--- src/rtl/float_to_int_converter_if.sv ---
// Handshake and data bundle between a float producer, the float-to-int
// converter and its integer consumer.
interface float_to_int_converter_if #(
    parameter int EXPONENT_WIDTH = 8,
    parameter int MANTISSA_WIDTH = 23,
    parameter int INT_WIDTH      = 32
);
    logic                                     in_valid;
    logic                                     in_ready;
    logic [EXPONENT_WIDTH+MANTISSA_WIDTH:0]   a;
    logic                                     out_valid;
    logic                                     out_ready;
    logic [INT_WIDTH-1:0]                     out;
    logic                                     overflow_flag;
    logic                                     invalid_operation_flag;
    logic                                     inexact_flag;

    modport master (
        output in_valid, a, out_ready,
        input  in_ready, out_valid, out, overflow_flag, invalid_operation_flag, inexact_flag
    );

    modport slave (
        input  in_valid, a, out_ready,
        output in_ready, out_valid, out, overflow_flag, invalid_operation_flag, inexact_flag
    );
endinterface

--- src/rtl/float_to_int_converter.sv ---
// Multi-cycle float -> signed integer converter: unpack, iterative align, round, saturate.
// Define FLOAT_TO_INT_FAST_SHIFT_EN to replace the bit-serial aligner with a one-cycle barrel shifter.
module float_to_int_converter #(
    parameter int EXPONENT_WIDTH   = 8,
    parameter int MANTISSA_WIDTH   = 23,
    parameter int INT_WIDTH        = 32,
    parameter int ROUND_TO_NEAREST = 1
) (
    input logic                     clk,
    input logic                     rst,
    float_to_int_converter_if.slave bus_io
);
    localparam int W     = (INT_WIDTH > MANTISSA_WIDTH + 1) ? INT_WIDTH : MANTISSA_WIDTH + 1;
    localparam int CNT_W = $clog2(W + 3);
    localparam int BIAS  = (2 ** (EXPONENT_WIDTH - 1)) - 1;

    localparam logic [INT_WIDTH-1:0] INT_MAX = {1'b0, {(INT_WIDTH-1){1'b1}}};
    localparam logic [INT_WIDTH-1:0] INT_MIN = {1'b1, {(INT_WIDTH-1){1'b0}}};
    localparam logic [W:0]           MIN_MAG = (W+1)'(1) << (INT_WIDTH - 1);

    typedef enum logic [1:0] {IDLE, SHIFT, ROUND, DONE} state_t;

    state_t               state_q, state_d;
    logic [W-1:0]         mag_q, mag_d;
    logic                 guard_q, guard_d;
    logic                 sticky_q, sticky_d;
    logic [CNT_W-1:0]     cnt_q, cnt_d;
    logic                 left_q, left_d;
    logic                 sign_q, sign_d;
    logic [INT_WIDTH-1:0] out_q, out_d;
    logic                 ovf_q, ovf_d;
    logic                 inv_q, inv_d;
    logic                 inx_q, inx_d;

    logic                      sign_f;
    logic [EXPONENT_WIDTH-1:0] exp_f;
    logic [MANTISSA_WIDTH-1:0] mant_f;
    int                        unb_exp;
    int                        shamt;
    logic                      shift_left;
    logic                      round_up;
    logic [W:0]                rounded;
    logic [INT_WIDTH-1:0]      rnd_low;
`ifdef FLOAT_TO_INT_FAST_SHIFT_EN
    logic [2*W-1:0]            wide;
`endif

    assign sign_f = bus_io.a[EXPONENT_WIDTH+MANTISSA_WIDTH];
    assign exp_f  = bus_io.a[MANTISSA_WIDTH +: EXPONENT_WIDTH];
    assign mant_f = bus_io.a[MANTISSA_WIDTH-1:0];

    // Alignment direction and distance; right shifts past guard+1 only feed sticky, so cap them.
    always_comb begin
        unb_exp    = int'(exp_f) - BIAS;
        shift_left = 1'b0;
        shamt      = 0;
        if (unb_exp >= MANTISSA_WIDTH) begin
            shift_left = 1'b1;
            shamt      = unb_exp - MANTISSA_WIDTH;
        end else begin
            shamt = MANTISSA_WIDTH - unb_exp;
            if (shamt > MANTISSA_WIDTH + 2) begin
                shamt = MANTISSA_WIDTH + 2;
            end
        end
    end

    always_comb begin
        state_d  = state_q;
        mag_d    = mag_q;
        guard_d  = guard_q;
        sticky_d = sticky_q;
        cnt_d    = cnt_q;
        left_d   = left_q;
        sign_d   = sign_q;
        out_d    = out_q;
        ovf_d    = ovf_q;
        inv_d    = inv_q;
        inx_d    = inx_q;
        round_up = (ROUND_TO_NEAREST != 0) && guard_q && (sticky_q || mag_q[0]);
        rounded  = {1'b0, mag_q} + (W+1)'(round_up);
        rnd_low  = rounded[INT_WIDTH-1:0];
`ifdef FLOAT_TO_INT_FAST_SHIFT_EN
        wide     = {mag_q, {W{1'b0}}} >> cnt_q;
`endif

        case (state_q)
            IDLE: begin
                if (bus_io.in_valid) begin
                    sign_d = sign_f;
                    out_d  = '0;
                    ovf_d  = 1'b0;
                    inv_d  = 1'b0;
                    inx_d  = 1'b0;
                    if (exp_f == '1) begin
                        state_d = DONE;
                        if (mant_f != '0) begin
                            inv_d = 1'b1;
                        end else begin
                            out_d = sign_f ? INT_MIN : INT_MAX;
                            ovf_d = 1'b1;
                        end
                    end else if (exp_f == '0) begin
                        state_d = DONE;
                        inx_d   = (mant_f != '0);
                    end else if (unb_exp >= INT_WIDTH - 1) begin
                        state_d = DONE;
                        // -2^(INT_WIDTH-1) itself is representable.
                        if (sign_f && (unb_exp == INT_WIDTH - 1) && (mant_f == '0)) begin
                            out_d = INT_MIN;
                        end else begin
                            out_d = sign_f ? INT_MIN : INT_MAX;
                            ovf_d = 1'b1;
                        end
                    end else begin
                        mag_d    = W'({1'b1, mant_f});
                        guard_d  = 1'b0;
                        sticky_d = 1'b0;
                        left_d   = shift_left;
                        cnt_d    = CNT_W'(shamt);
                        state_d  = (shamt == 0) ? ROUND : SHIFT;
                    end
                end
            end

            SHIFT: begin
`ifdef FLOAT_TO_INT_FAST_SHIFT_EN
                if (left_q) begin
                    mag_d = mag_q << cnt_q;
                end else begin
                    mag_d    = wide[2*W-1:W];
                    guard_d  = wide[W-1];
                    sticky_d = |wide[W-2:0];
                end
                state_d = ROUND;
`else
                if (left_q) begin
                    mag_d = mag_q << 1;
                end else begin
                    mag_d    = mag_q >> 1;
                    guard_d  = mag_q[0];
                    sticky_d = sticky_q | guard_q;
                end
                cnt_d = cnt_q - CNT_W'(1);
                if (cnt_q == CNT_W'(1)) begin
                    state_d = ROUND;
                end
`endif
            end

            ROUND: begin
                inx_d   = guard_q | sticky_q;
                state_d = DONE;
                if (rounded >= MIN_MAG) begin
                    if (sign_q && (rounded == MIN_MAG)) begin
                        out_d = INT_MIN;
                    end else begin
                        out_d = sign_q ? INT_MIN : INT_MAX;
                        ovf_d = 1'b1;
                    end
                end else begin
                    out_d = sign_q ? (~rnd_low + INT_WIDTH'(1)) : rnd_low;
                end
            end

            DONE: begin
                if (bus_io.out_ready) begin
                    state_d = IDLE;
                end
            end

            default: state_d = IDLE;
        endcase
    end

    always_ff @(posedge clk) begin
        if (rst) begin
            state_q  <= IDLE;
            mag_q    <= '0;
            guard_q  <= 1'b0;
            sticky_q <= 1'b0;
            cnt_q    <= '0;
            left_q   <= 1'b0;
            sign_q   <= 1'b0;
            out_q    <= '0;
            ovf_q    <= 1'b0;
            inv_q    <= 1'b0;
            inx_q    <= 1'b0;
        end else begin
            state_q  <= state_d;
            mag_q    <= mag_d;
            guard_q  <= guard_d;
            sticky_q <= sticky_d;
            cnt_q    <= cnt_d;
            left_q   <= left_d;
            sign_q   <= sign_d;
            out_q    <= out_d;
            ovf_q    <= ovf_d;
            inv_q    <= inv_d;
            inx_q    <= inx_d;
        end
    end

    assign bus_io.in_ready               = (state_q == IDLE);
    assign bus_io.out_valid              = (state_q == DONE);
    assign bus_io.out                    = out_q;
    assign bus_io.overflow_flag          = ovf_q;
    assign bus_io.invalid_operation_flag = inv_q;
    assign bus_io.inexact_flag           = inx_q;
endmodule

--- src/flat_wrapper.sv ---
// flat-port wrapper written by rule: the top's interface ports become plain ports
module float_to_int_converter_flat 
#(
    parameter int EXPONENT_WIDTH   = 8,
    parameter int MANTISSA_WIDTH   = 23,
    parameter int INT_WIDTH        = 32,
    parameter int ROUND_TO_NEAREST = 1
)
  (clk, rst, bus_io_in_valid, bus_io_a, bus_io_out_ready, bus_io_in_ready, bus_io_out_valid, bus_io_out, bus_io_overflow_flag, bus_io_invalid_operation_flag, bus_io_inexact_flag);
  float_to_int_converter_if #(.EXPONENT_WIDTH(EXPONENT_WIDTH), .MANTISSA_WIDTH(MANTISSA_WIDTH), .INT_WIDTH(INT_WIDTH)) bus_io_i ();
  input logic clk;
  input logic rst;
  input wire logic [$bits(bus_io_i.in_valid)-1:0] bus_io_in_valid;
  input wire logic [$bits(bus_io_i.a)-1:0] bus_io_a;
  input wire logic [$bits(bus_io_i.out_ready)-1:0] bus_io_out_ready;
  output wire logic [$bits(bus_io_i.in_ready)-1:0] bus_io_in_ready;
  output wire logic [$bits(bus_io_i.out_valid)-1:0] bus_io_out_valid;
  output wire logic [$bits(bus_io_i.out)-1:0] bus_io_out;
  output wire logic [$bits(bus_io_i.overflow_flag)-1:0] bus_io_overflow_flag;
  output wire logic [$bits(bus_io_i.invalid_operation_flag)-1:0] bus_io_invalid_operation_flag;
  output wire logic [$bits(bus_io_i.inexact_flag)-1:0] bus_io_inexact_flag;
  assign bus_io_i.in_valid = bus_io_in_valid;
  assign bus_io_i.a = bus_io_a;
  assign bus_io_i.out_ready = bus_io_out_ready;
  assign bus_io_in_ready = bus_io_i.in_ready;
  assign bus_io_out_valid = bus_io_i.out_valid;
  assign bus_io_out = bus_io_i.out;
  assign bus_io_overflow_flag = bus_io_i.overflow_flag;
  assign bus_io_invalid_operation_flag = bus_io_i.invalid_operation_flag;
  assign bus_io_inexact_flag = bus_io_i.inexact_flag;
  float_to_int_converter #(.EXPONENT_WIDTH(EXPONENT_WIDTH), .MANTISSA_WIDTH(MANTISSA_WIDTH), .INT_WIDTH(INT_WIDTH), .ROUND_TO_NEAREST(ROUND_TO_NEAREST)) u_core (.clk(clk), .rst(rst), .bus_io(bus_io_i));
endmodule
--- config.mk ---
export PLATFORM = sky130hd
export DESIGN_NAME = float_to_int_converter_flat
export DESIGN_NICKNAME = d
export VERILOG_FILES = /design/src/rtl/float_to_int_converter_if.sv /design/src/rtl/float_to_int_converter.sv /design/src/flat_wrapper.sv
export SDC_FILE = /design/constraint.sdc
export NUM_CORES = 1
export LEC_CHECK = 0
export CAP_MARGIN = 20
export CORE_ASPECT_RATIO = 1.4
export CORE_MARGIN = 3
export CORE_UTILIZATION = 25
export CTS_BUF_LIST = sky130_fd_sc_hd__clkbuf_8
export DETAILED_ROUTE_END_ITERATION = 8
export HOLD_SLACK_MARGIN = 0.03
export PLACE_DENSITY = 0.47
export SKIP_CTS_REPAIR_TIMING = 1
export SLEW_MARGIN = 20
export SYNTH_ARGS = -nofsm -noshare
export SYNTH_HDL_FRONTEND = slang
export SYNTH_SLANG_ARGS = --single-unit
--- constraint.sdc ---
create_clock -name clk -period 7.2 [get_ports clk]
set_clock_uncertainty 0.2 [all_clocks]
set_input_delay 1.44 -clock clk [delete_from_list [all_inputs] [get_ports clk]]
set_output_delay 1.44 -clock clk [all_outputs]
set_load 0.01 [all_outputs]
==> insert_results.sql <==
INSERT INTO impl_metrics (metric_group, metric, value, unit) VALUES
('finish', 'seqCellArea', '1580', 'um^2'),
('global_route', 'grt_pass1_vias', '7278', ''),
('min_path', 'hold_class', 'flip-flop to flip-flop', ''),
('yosys', 'synth_most_common_cell', 'sky130_fd_sc_hd__nand2_1', ''),
('route', 'num_vias', '7549', ''),
('place', 'place_hpwl', '19900', 'um'),
('yosys', 'synth-edff-count', '0', ''),
('die', 'placement_rows', '74', ''),
('finish', 'final_core_util', '29.5', '%'),
('yosys', 'synth_async_sr_flop_share', '0', '%'),
('route', 'ant_nets', '0', ''),
('die', 'die_height', '211', 'um'),
('setup_path', 'setup.worst_path.start_class', 'input port', ''),
('yosys', 'synth-main-ff-cell', 'sky130_fd_sc_hd__dfxtp_1', ''),
('global_route', 'grt_overflow', '0', ''),
('yosys', 'synthesis.area_per_instance', '7.39', 'um^2'),
('die', 'die_area', '32200', 'um^2'),
('timing', 'report.final.hold_viol_count', '0', ''),
('die', 'die_width', '152', 'um'),
('yosys', 'ys_ff_latch', '79', ''),
('setup_path', 'required_time_worst_endpoint', '7.32', 'ns'),
('setup_path', 'worst_ep_arrival_time', '6.10', 'ns'),
('min_path', 'timing.hold.worst.start', 'u_core.bus_io.out[22]$_SDFFE_PP0P_', ''),
('global_route', 'largest_net_degree_at_the_start_of_global_routing', '74', ''),
('yosys', 'post-synth-top-area-cell', 'sky130_fd_sc_hd__dfxtp_1', ''),
('die', 'core_region_area', '29400', 'um^2'),
('status', 'run_status', 'finished, final reports clean', ''),
('yosys', 'synth_area', '7500', 'um^2'),
('timing', 'tns', '0', 'ns'),
('place', 'buffer_ports.inserted', '72', ''),
('finish', 'nNetsFinal', '1088', ''),
('pwr', 'p_per_area', '299', 'nW/um^2'),
('timing', 'maxSlewViolCount', '0', ''),
('route', 'vias_per_cell', '5.37', ''),
('pwr', 'cellLeakagePower', '2.90', 'nW'),
('route', 'drt_iter0_drc', '508', ''),
('clocking', 'clock_buffer_count_from_cts', '9', ''),
('timing', 'post-route-min-period', '5.99', 'ns'),
('die', 'number_of_primary_i_o_pins', '73', ''),
('clocking', 'clock-sinks', '79', ''),
('pwr', 'power.ir.vdd_worst', '0.110', 'mV'),
('route', 'drt_first_pass_iters', '5', ''),
('clocking', 'cts-root-to-sink-buffers', '2', ''),
('clocking', 'tritoncts', 'yes', ''),
('die', 'initial_cell_density_of_the_core', '25.6', '%'),
('yosys', 'synth.top_cell.area_share', '21.1', '%'),
('finish', 'multi_input_area', '5450', 'um^2'),
('yosys', 'synth.net_count', '1083', ''),
('yosys', 'synth_sequential_area_ratio', '21.1', '%'),
('route', 'route.final.wire_length', '26500', 'um'),
('global_route', 'grtUsageTotal', '16.1', '%'),
('setup_path', 'worst_r2r_path_depth', '13', ''),
('yosys', 'yosysWarnings', '0', ''),
('yosys', 'netlist_top_cells_area', 'sky130_fd_sc_hd__dfxtp_1, sky130_fd_sc_hd__nand2_1, sky130_fd_sc_hd__a21oi_1, sky130_fd_sc_hd__ha_1, sky130_fd_sc_hd__mux2i_1', ''),
('timing', 'max_clk_rate', '167', 'MHz'),
('clocking', 'htree_levels', '3', ''),
('place', 'place.gp.congestion', '0.946', ''),
('finish', 'drive_above_1_share', '7.02', '%'),
('global_route', 'initial_antenna_violation_count', '1', ''),
('setup_path', 'timing_worst_setup_path_type', 'input port to flip-flop', ''),
('flow_run', 'drv.max_cap_violation_count', '0', ''),
('finish', 'fillers', '3198', ''),
('yosys', 'cell_types_with_the_highest_counts_after_synthesis', 'sky130_fd_sc_hd__nand2_1, sky130_fd_sc_hd__a21oi_1, sky130_fd_sc_hd__dfxtp_1, sky130_fd_sc_hd__nor2_1, sky130_fd_sc_hd__clkbuf_1', ''),
('clocking', 'worstSkewPairLatency', '0.40', 'ns'),
('setup_path', 'crit_path_end_kind', 'flip-flop', ''),
('global_route', 'grt_pass1_wl', '41300', 'um'),
('timing', 'grt_setup_unrepaired', 'false', ''),
('min_path', 'worstHoldPathCells', '2', ''),
('timing', 'worst_slew_pin_slew', '1.03', 'ns'),
('pwr', 'fin_total_pwr', '2.59', 'mW'),
('timing', 'headroom_to_the_max_slew_limit', '30.8', '%');
[area by class of cell]
class	count	share of cell area [%]
multi-input combinational	819	63.0
sequential	79	18.3
timing repair buffer	83	9.37
tap	380	5.50
clock buffer	11	1.75
inverter	28	1.21
clock inverter	5	0.839
antenna	1	0.0289
[metrics by stage]
stage                     setup WS [ns]  instance area [um^2]  hold slack [ns]  std cells
after floorplan                    2.00                  7500            0.275       1015
after global placement            0.809                  8420            0.283       1389
after detailed placement          0.800                  8420            0.282       1389
after CTS                          1.24                  8650            0.296       1405
after global routing              0.784                  8650            0.331       1406
final                              1.21                  8650            0.295       1406
[final timing paths]
check | endpoint | slack (ns)
max | u_core.cnt_q[1]$_SDFFE_PP0P_ | 1.21
min | u_core.bus_io.out[22]$_SDFFE_PP0P_ | 0.29
max reg2reg | u_core.bus_io.out[22]$_SDFFE_PP0P_ | 2.86
min reg2reg | u_core.bus_io.out[22]$_SDFFE_PP0P_ | 0.29
[worst max-delay path: stages]
cell and delay [ns]:
sky130_fd_sc_hd__clkdlybuf4s50_1 0.65, sky130_fd_sc_hd__ha_1 0.58, sky130_fd_sc_hd__and3b_1 0.25, sky130_fd_sc_hd__o2111a_1 0.22, sky130_fd_sc_hd__nor2_1 0.06, sky130_fd_sc_hd__or4_1 0.53
sky130_fd_sc_hd__ha_1 0.19, sky130_fd_sc_hd__or3_1 0.39, sky130_fd_sc_hd__or4_1 0.40, sky130_fd_sc_hd__o22a_1 0.26, sky130_fd_sc_hd__o41ai_4 0.46, sky130_fd_sc_hd__nor2_1 0.10
sky130_fd_sc_hd__or3_1 0.36, sky130_fd_sc_hd__a221oi_2 0.20
[cells in the final DEF, fill, tap and decap left out, types with 22 or more instances in the layout]
master,n
sky130_fd_sc_hd__a211oi_1,22
sky130_fd_sc_hd__a21oi_1,84
sky130_fd_sc_hd__clkdlybuf4s50_1,71
sky130_fd_sc_hd__dfxtp_1,78
sky130_fd_sc_hd__ha_1,31
sky130_fd_sc_hd__inv_1,28
sky130_fd_sc_hd__mux2i_1,38
sky130_fd_sc_hd__nand2_1,119
sky130_fd_sc_hd__nand3_1,48
sky130_fd_sc_hd__nand4_1,29
sky130_fd_sc_hd__nor2_1,78
sky130_fd_sc_hd__nor3_1,36
sky130_fd_sc_hd__o211ai_1,30
sky130_fd_sc_hd__o21ai_0,33
sky130_fd_sc_hd__xnor2_1,35
[registers in the layout, indices dropped and copies added (netlist names)]
name,flops
u_core.bus_io.out,32
u_core.mag_q,32
u_core.cnt_q,6
u_core.state_q,2
u_core.bus_io.inexact_flag,1
u_core.bus_io.invalid_operation_flag,1
u_core.bus_io.overflow_flag,1
u_core.guard_q,1
u_core.left_q,1
u_core.sign_q,1
u_core.sticky_q,1
[kinds of logic after synthesis]
family	share of synthesized area, %
xor gates and xnor gates	6.72
and+or+nand+nor	29.2
adders and majority gates	5.47
buffers and inverters	6.55
muxes	6.42
AOI/OAI and AO/OA	24.6
DFF	21.1
[routing by layer]
metal | GRT usage, % | routed length, um | vias up
met5 | 0 | 0 | -
met4 | 5.01 | 529 | 0
met3 | 2.23 | 656 | 26
met2 | 33.2 | 15300 | 104
met1 | 16.5 | 10000 | 3670
li1 | - | - | 3749
[power by group]
| part | total [mW] | leakage [nW] | internal (mW) | switching (mW) |
|---|---|---|---|---|
| combinational | 1.47 | 2.13 | 0.596 | 0.876 |
| sequential | 0.726 | 0.648 | 0.555 | 0.171 |
| clock | 0.390 | 0.122 | 0.211 | 0.179 |
| total | 2.59 | 2.90 | 1.36 | 1.23 |
(Power assumes the default switching activity.)
